File: src/rtl/uart_pkg.sv
// rtl/uart_pkg.sv - shared UART definitions for uart_rx and the future uart_tx
package uart_pkg;

    localparam int OVERSAMPLE = 16;
    localparam int MID_TICK   = 7;

    typedef enum logic [2:0] {
        ST_IDLE   = 3'd0,
        ST_START  = 3'd1,
        ST_DATA   = 3'd2,
        ST_PARITY = 3'd3,
        ST_STOP   = 3'd4
    } uart_state_t;

    // Data is zero-extended to 9 bits so one helper covers every NB_DATA from 5 to 9.
    function automatic logic calc_parity(input logic [8:0] i_d, input logic i_odd);
        return (^i_d) ^ i_odd;
    endfunction

endpackage

File: src/rtl/sync_2ff.sv
// rtl/sync_2ff.sv - two-flop synchroniser, resets to 1 (line idle level)
module sync_2ff (
    input  logic i_clk,
    input  logic i_reset,
    input  logic i_d,
    output logic o_q
);

    logic r_meta;
    logic r_sync;

    always_ff @(posedge i_clk or posedge i_reset) begin
        if (i_reset) begin
            r_meta <= 1'b1;
            r_sync <= 1'b1;
        end else begin
            r_meta <= i_d;
            r_sync <= r_meta;
        end
    end

    assign o_q = r_sync;

endmodule

File: src/rtl/uart_rx.sv
// rtl/uart_rx.sv - 16x oversampling UART receiver; UART_RX_PARITY_EN adds a parity bit
module uart_rx
    import uart_pkg::*;
#(
    parameter int NB_DATA    = 8,
    parameter int SB_TICK    = 16,
    parameter int PARITY_ODD = 0
) (
    input  logic               i_clk,
    input  logic               i_reset,
    input  logic               i_rx,
    input  logic               i_tick,
    output logic [NB_DATA-1:0] o_data,
    output logic               o_rx_done,
    output logic               o_frame_err,
    output logic               o_parity_err
);

    localparam int SW = $clog2(SB_TICK) + 1;
    localparam int NW = $clog2(NB_DATA);

    logic               w_rx_s;
    logic               r_rx_prev;
    uart_state_t        r_state;
    logic [SW-1:0]      r_s;
    logic [NW-1:0]      r_n;
    logic [NB_DATA-1:0] r_shift;
    logic [NB_DATA-1:0] r_data;
    logic               r_rx_done;
    logic               r_frame_err;
    logic               r_parity_err;
`ifdef UART_RX_PARITY_EN
    logic               r_par_bit;
`endif

    sync_2ff u_sync_rx (
        .i_clk   (i_clk),
        .i_reset (i_reset),
        .i_d     (i_rx),
        .o_q     (w_rx_s)
    );

    always_ff @(posedge i_clk or posedge i_reset) begin
        if (i_reset) begin
            r_rx_prev <= 1'b1;
        end else begin
            r_rx_prev <= w_rx_s;
        end
    end

    always_ff @(posedge i_clk or posedge i_reset) begin
        if (i_reset) begin
            r_state      <= ST_IDLE;
            r_s          <= '0;
            r_n          <= '0;
            r_shift      <= '0;
            r_data       <= '0;
            r_rx_done    <= 1'b0;
            r_frame_err  <= 1'b0;
            r_parity_err <= 1'b0;
`ifdef UART_RX_PARITY_EN
            r_par_bit    <= 1'b0;
`endif
        end else begin
            r_rx_done <= 1'b0;
            case (r_state)
                ST_IDLE: begin
                    // Edge detect, not level, so a held-low break cannot re-trigger.
                    if (r_rx_prev && !w_rx_s) begin
                        r_state <= ST_START;
                        r_s     <= '0;
                    end
                end
                ST_START: begin
                    if (i_tick) begin
                        if (r_s == SW'(MID_TICK)) begin
                            r_s <= '0;
                            r_n <= '0;
                            r_state <= w_rx_s ? ST_IDLE : ST_DATA;
                        end else begin
                            r_s <= r_s + 1'b1;
                        end
                    end
                end
                ST_DATA: begin
                    if (i_tick) begin
                        if (r_s == SW'(OVERSAMPLE - 1)) begin
                            r_s     <= '0;
                            r_shift <= {w_rx_s, r_shift[NB_DATA-1:1]};
                            if (r_n == NW'(NB_DATA - 1)) begin
`ifdef UART_RX_PARITY_EN
                                r_state <= ST_PARITY;
`else
                                r_state <= ST_STOP;
`endif
                            end else begin
                                r_n <= r_n + 1'b1;
                            end
                        end else begin
                            r_s <= r_s + 1'b1;
                        end
                    end
                end
`ifdef UART_RX_PARITY_EN
                ST_PARITY: begin
                    if (i_tick) begin
                        if (r_s == SW'(OVERSAMPLE - 1)) begin
                            r_s       <= '0;
                            r_par_bit <= w_rx_s;
                            r_state   <= ST_STOP;
                        end else begin
                            r_s <= r_s + 1'b1;
                        end
                    end
                end
`endif
                ST_STOP: begin
                    if (i_tick) begin
                        if (r_s == SW'(SB_TICK - 1)) begin
                            // Errored frames are still delivered; downstream decides on discard.
                            r_s         <= '0;
                            r_data      <= r_shift;
                            r_frame_err <= ~w_rx_s;
`ifdef UART_RX_PARITY_EN
                            r_parity_err <= r_par_bit
                                            != calc_parity(9'(r_shift), 1'(PARITY_ODD));
`else
                            r_parity_err <= 1'b0;
`endif
                            r_rx_done   <= 1'b1;
                            r_state     <= ST_IDLE;
                        end else begin
                            r_s <= r_s + 1'b1;
                        end
                    end
                end
                default: begin
                    r_state <= ST_IDLE;
                    r_s     <= '0;
                end
            endcase
        end
    end

    assign o_data       = r_data;
    assign o_rx_done    = r_rx_done;
    assign o_frame_err  = r_frame_err;
    assign o_parity_err = r_parity_err;

endmodule

File: config.mk
export PLATFORM = sky130hd
export DESIGN_NAME = uart_rx
export DESIGN_NICKNAME = d
export VERILOG_FILES = /design/src/rtl/uart_pkg.sv /design/src/rtl/sync_2ff.sv /design/src/rtl/uart_rx.sv
export SDC_FILE = /design/constraint.sdc
export NUM_CORES = 1
export LEC_CHECK = 0
export CAP_MARGIN = 0
export CELL_PAD_IN_SITES_DETAIL_PLACEMENT = 2
export CELL_PAD_IN_SITES_GLOBAL_PLACEMENT = 2
export CORE_ASPECT_RATIO = 0.7
export CORE_UTILIZATION = 35
export DETAILED_ROUTE_END_ITERATION = 12
export PLACE_DENSITY_LB_ADDON = 0.1
export SLEW_MARGIN = 20
export SYNTH_ARGS = -nofsm -noshare
export SYNTH_HDL_FRONTEND = slang
export SYNTH_SLANG_ARGS = --single-unit
File: constraint.sdc
create_clock -name i_clk -period 2.45 [get_ports i_clk]
set_clock_uncertainty 0.2 [all_clocks]
set_input_delay 0.49 -clock i_clk [delete_from_list [all_inputs] [get_ports i_clk]]
set_output_delay 0.49 -clock i_clk [all_outputs]
set_load 0.01 [all_outputs]
Word level (Yosys, flattened, before mapping)
Cells that the tools add are included.
{ "word_totals": {"register_bits": 32, "in_bits": 4, "out_inout_bits": 11, "elab_cells": 64} }
{ "op_classes": {"add_sub_neg": 2, "n_eq_ne": 16, "mux": 25, "n_bitwise": 1, "reduce_logical": 10} }
{ "op_table": {"columns": ["op", "n"], "rows": [
  ["$mux W3", 13],
  ["$mux W5", 5],
  ["$ne A2 B2 Y1 const B", 9],
  ["$pmux W5 S3", 1],
  ["$pmux W3 S4", 1],
  ["$reduce_and A3 Y1", 3],
  ["$reduce_and A8 Y1", 1],
  ["$eq A3 B3 Y1 const B", 2],
  ["$pmux W3 S2", 1],
  ["$reduce_and A6 Y1", 1],
  ["$add A5 B1 Y5 const B", 1],
  ["$eq A5 B3 Y1 const B", 1],
  ["$eq A5 B4 Y1 const B", 1],
  ["$add A3 B1 Y3 const B", 1],
  ["$eq A3 B1 Y1 const B", 1],
  ["$eq A3 B2 Y1 const B", 1],
  ["$logic_not A3 Y1", 1],
  ["$mux W1", 3],
  ["$mux W2", 1],
  ["$ne A2 B1 Y1 const B", 1],
  ["$reduce_bool A2 Y1", 1],
  ["$reduce_or A2 Y1", 1],
  ["$logic_and A1 B1 Y1", 1],
  ["$logic_not A1 Y1", 1],
  ["$not A1 Y1", 1]
]} }

Depth between registers and ports, before layout
{ "depth": {"ltp_word": 5, "ltp_mapped": 8, "mapped_depth_nobuf": 8} }

Hierarchy
From an unflattened synthesis, not the netlist that was laid out.
{ "unflattened": {"hier_cells": 130, "hier_area_um2": 1596.5} }
{ "modules_own_cells": {"columns": ["mod", "instances", "cells_per_inst", "area_per_inst_um2", "seq_area_each_um2"], "rows": [
  ["uart_rx", 1, 127, 1540.2, 752.0],
  ["sync_2ff", 1, 3, 56.3, 52.6]
]} }

Worst setup path after synthesis
No wires, ideal clock.
{ "synth_timing": {"path_type": "register -> register", "startpoint": "register r_s[0]", "endpoint": "register r_n[0]", "setup_time_ps": 125, "t_arrival_ps": 1592, "required_ps": 2125, "slack_ps": 533, "path_stages_with_launch": 7, "n_path_buf": 0, "period_less_slack_ps": 1917, "cell_sequence": "dfrtp_1 ha_1 and4bb_2 and3_4 o21ai_2 o21bai_4 mux2_4"} }
{ "synth_between": {"elab_chain_cells": 3, "elab_cells_between_ends": 5, "cone_classes": "4 x eq/ne; 1 x reduce/logical"} }
{ "synth_rtl": {"columns": ["element", "line", "source"], "rows": [
  ["start, declared", "uart_rx.sv:25", "logic [SW-1:0] r_s;"],
  ["start signal, assigned", "uart_rx.sv:81", "r_s <= r_s + 1'b1;"],
  ["start signal, assigned", "uart_rx.sv:100", "r_s <= r_s + 1'b1;"],
  ["start signal, assigned", "uart_rx.sv:133", "r_s <= r_s + 1'b1;"],
  ["$eq A5 B4 Y1 or $eq A5 B3 Y1 (tied branches)", "uart_rx.sv:87, uart_rx.sv:76", null],
  ["$ne A2 B2 Y1 (no source line)", null, null],
  ["$reduce_and A6 Y1 (no source line) *", null, null],
  ["end signal, assigned", "uart_rx.sv:97", "r_n <= r_n + 1'b1;"],
  ["end, declared", "uart_rx.sv:26", "logic [NW-1:0] r_n;"]
]} }
Mark *: on every way between the ends. The rest lies on a longest branch, timed or not.
A chain may end at the register's enable or synchronous reset.

Final worst setup path
{ "layout_timing": {"startpoint": "register r_s[0]", "endpoint": "register r_s[3]"} }
{ "layout_between": {"elab_chain_cells": 4, "elab_cells_between_ends": 8, "cone_classes": "1 x add/sub; 2 x eq/ne; 5 x mux"} }
{ "layout_rtl": {"columns": ["element", "line", "source"], "rows": [
  ["$add A5 B1 Y5, or another cell as far along", "uart_rx.sv:81, uart_rx.sv:100, uart_rx.sv:133", null],
  ["$mux W5 (on tied branches)", "uart_rx.sv:87, uart_rx.sv:119, uart_rx.sv:76", null],
  ["$mux W5 (on tied branches)", "uart_rx.sv:118, uart_rx.sv:75", null],
  ["$pmux W5 S3 *", "uart_rx.sv:66", "case (r_state)"]
]} }
Mark *: on every way between the ends. The rest lies on a longest branch, timed or not. The select of a mux whose other input is x is not followed.

==> impl_metrics.json <==
{
  "syn-num-nets": 151,
  "place_congestion": 0.775,
  "viasPerCell": 5.21,
  "grt_pass1_vias": 1209,
  "post_cts_buffers": 0,
  "final_net_count": 167,
  "synth_area_um2": 1530,
  "wl_per_cell_um": 16.9,
  "syn_to_final_growth_pct": 17.8,
  "root_buffer": "clkbuf_8",
  "synthFlopType": "dfrtp_1",
  "grt_max_degree": 33,
  "wl_um": 3580,
  "yosysTopAreaCell": "dfrtp_1",
  "yosysMostFrequentCell": "nand2_1",
  "pin_count": 15,
  "status": "finished, final reports clean",
  "fill_cells": 435,
  "grt_first_pass_wirelength_um": 6120,
  "final_hold_viol_count": 0,
  "async_flop_share_pct": 100,
  "drc": 0,
  "die_w_um": 81.1,
  "clk_pin_slew_ns": 0.06,
  "ctsResizeCount": 0,
  "min_from": "u_sync_rx.r_meta",
  "reg2regPathDepth": 6,
  "rrSetupSlack_ns": 0.32,
  "cts_htree_levels": 2,
  "min_to": "u_sync_rx.o_q",
  "hold_depth": 0,
  "track_usage_pct": 18.0,
  "finalCritPeriodShare_pct": 87.0,
  "n_antenna_cell": 0,
  "tritoncts": "done",
  "grt.overflow.total": 0,
  "clk_latency_ns": 0.27,
  "num_rows": 19,
  "dieArea_um2": 4660,
  "max_freq_mhz": 469,
  "rsz0062_at_grt": "false",
  "port_buffers": 13,
  "yosysWarnings": 0,
  "antenna_found_initial": 0,
  "critPathKind": "reg2reg",
  "ant_nets": 0,
  "synth_edf_count": 0,
  "first_iter_violations": 86,
  "register_area_um2": 805,
  "power.density_nw_per_um2": 784,
  "fin_setup_tns_ns": 0,
  "coreArea_um2": 4070,
  "synth.top_cells.by_count": "nand2_1 (35), dfrtp_1 (29), mux2_2 (8)",
  "seq_area_frac_synth_pct": 52.4,
  "peakVddDrop_mv": 0.459,
  "synthDominantCellAreaShare_pct": 47.3,
  "crit_required_ns": 2.44,
  "drv_slew": 0,
  "hold_buffers": 0,
  "via_count": 1100,
  "clock_sinks": 32,
  "min_period_ns": 2.13,
  "chipHeight_um": 57.4,
  "r2r_end": "r_s[3]",
  "dr.pass1.iters": 2,
  "synth_seq_cells": 32,
  "end_kind": "flop",
  "layout-drive-gt1-share_pct": 19.5,
  "numCtsBuffers": 5,
  "leakage_nw": 0.875,
  "synth.avg_cell_area_um2": 10.8,
  "synth_area_leaders": "dfrtp_1 (47%), nand2_1 (8.6%), mux2_2 (5.9%), dfstp_2 (5.1%), ha_1 (4.1%)",
  "start_kind": "flop",
  "timing.rr.start": "r_s[0]",
  "fin_cells": 211,
  "critPathArrivalTime_ns": 2.13,
  "drv_cap": 0,
  "ys_types": 40,
  "finalSetupViolations": 0,
  "crit_start": "r_s[0]",
  "min_path_type": "reg2reg",
  "start_util_pct": 37.7,
  "syn_inst": 142,
  "dp.final_hpwl_um": 2550,
  "cts_buffer_depth": 2,
  "crit_fanout": 5,
  "multi_input_area_um2": 681,
  "placed_cells": 203
}
[worst max-delay path, stage by stage, from the launching register on]
cell       delay [ns]
dfrtp_1          0.43
ha_1             0.24
and4b_1          0.29
o32ai_1          0.44
nand2_1          0.17
o21ai_1          0.16
o2bb2ai_1        0.12
[cells in the final DEF, fill, tap and decap left out, types with 2 or more instances in the layout]
cell / instances
nand2b_1: 3
nor2b_1: 2
and3_1: 3
o21ai_1: 6
a31oi_1: 2
nor3b_1: 2
a21oi_1: 2
buf_4: 2
clkbuf_8: 7
clkdlybuf4s50_1: 13
ha_1: 5
o2bb2ai_1: 2
dfrtp_1: 29
o21ai_0: 3
mux2_2: 8
mux2_4: 3
dfstp_2: 3
nand2_1: 35
nor2_1: 5
inv_1: 2
nand3_1: 3
[cell families (layout without fill, tap and decap cells)]
kind of cell,Yosys count,count (layout),synth area share [%]
compound gates,23,23,11.0
fa+ha+maj,5,5,4.08
buf+inv,9,26,3.18
flops,32,32,52.4
mux,11,11,8.81
other cells,1,1,0.244
simple gates,61,61,20.2
[through the flow]
stage | hold WS (ns) | cell area (um2) | setup WS (ns) | total power [mW] | utilization, %
2_1_floorplan | 0.145 | 1530 | 0.533 | 0.895 | -
3_3_place_gp | 0.150 | 1710 | 0.204 | 0.961 | 42.0
3_5_place_dp | 0.155 | 1710 | 0.0670 | 0.984 | 42.0
4_1_cts | 0.170 | 1810 | 0.295 | 1.44 | 44.4
5_1_grt | 0.170 | 1810 | 0.185 | 1.51 | 44.4
6_report | 0.172 | 1810 | 0.318 | 1.42 | 44.4
[layer usage]
metal | track usage (%) | routed length (um)
met3 | 5.28 | 83
met1 | 24.9 | 1760
met4 | 3.06 | 10
met5 | 0 | 0
met2 | 28.2 | 1720
[cell type report]
cell class,count,area share (%)
Inverter,3,0.623
Clock buffer,8,5.54
Tap cell,52,3.60
Multi-Input combinational cell,101,37.7
Timing Repair Buffer,15,8.03
Sequential cell,32,44.5
[state kept, by name (all words and copies together) (netlist names)]
signal / flops
r_state: 3
o_rx_done: 1
r_s: 5
o_frame_err: 1
u_sync_rx.r_meta: 1
u_sync_rx.o_q: 1
o_data: 8
r_shift: 8
r_n: 3
r_rx_prev: 1
[worst max path at each step]
| stage | to | cells past startpoint |
|---|---|---|
| floorplan | r_n[0] | 6 |
| global placement | r_s[3] | 5 |
| detailed placement | r_s[3] | 5 |
| CTS | r_s[3] | 6 |
| global route | r_s[3] | 6 |
| finish | r_s[3] | 6 |
[where the power goes]
| part | leakage (nW) | switching (mW) | internal (mW) |
|---|---|---|---|
| combinational | 0.397 | 0.185 | 0.135 |
| sequential | 0.427 | 0.0780 | 0.578 |
| clock | 0.0515 | 0.185 | 0.256 |
No activity file was read; power rests on OpenSTA's default activity.
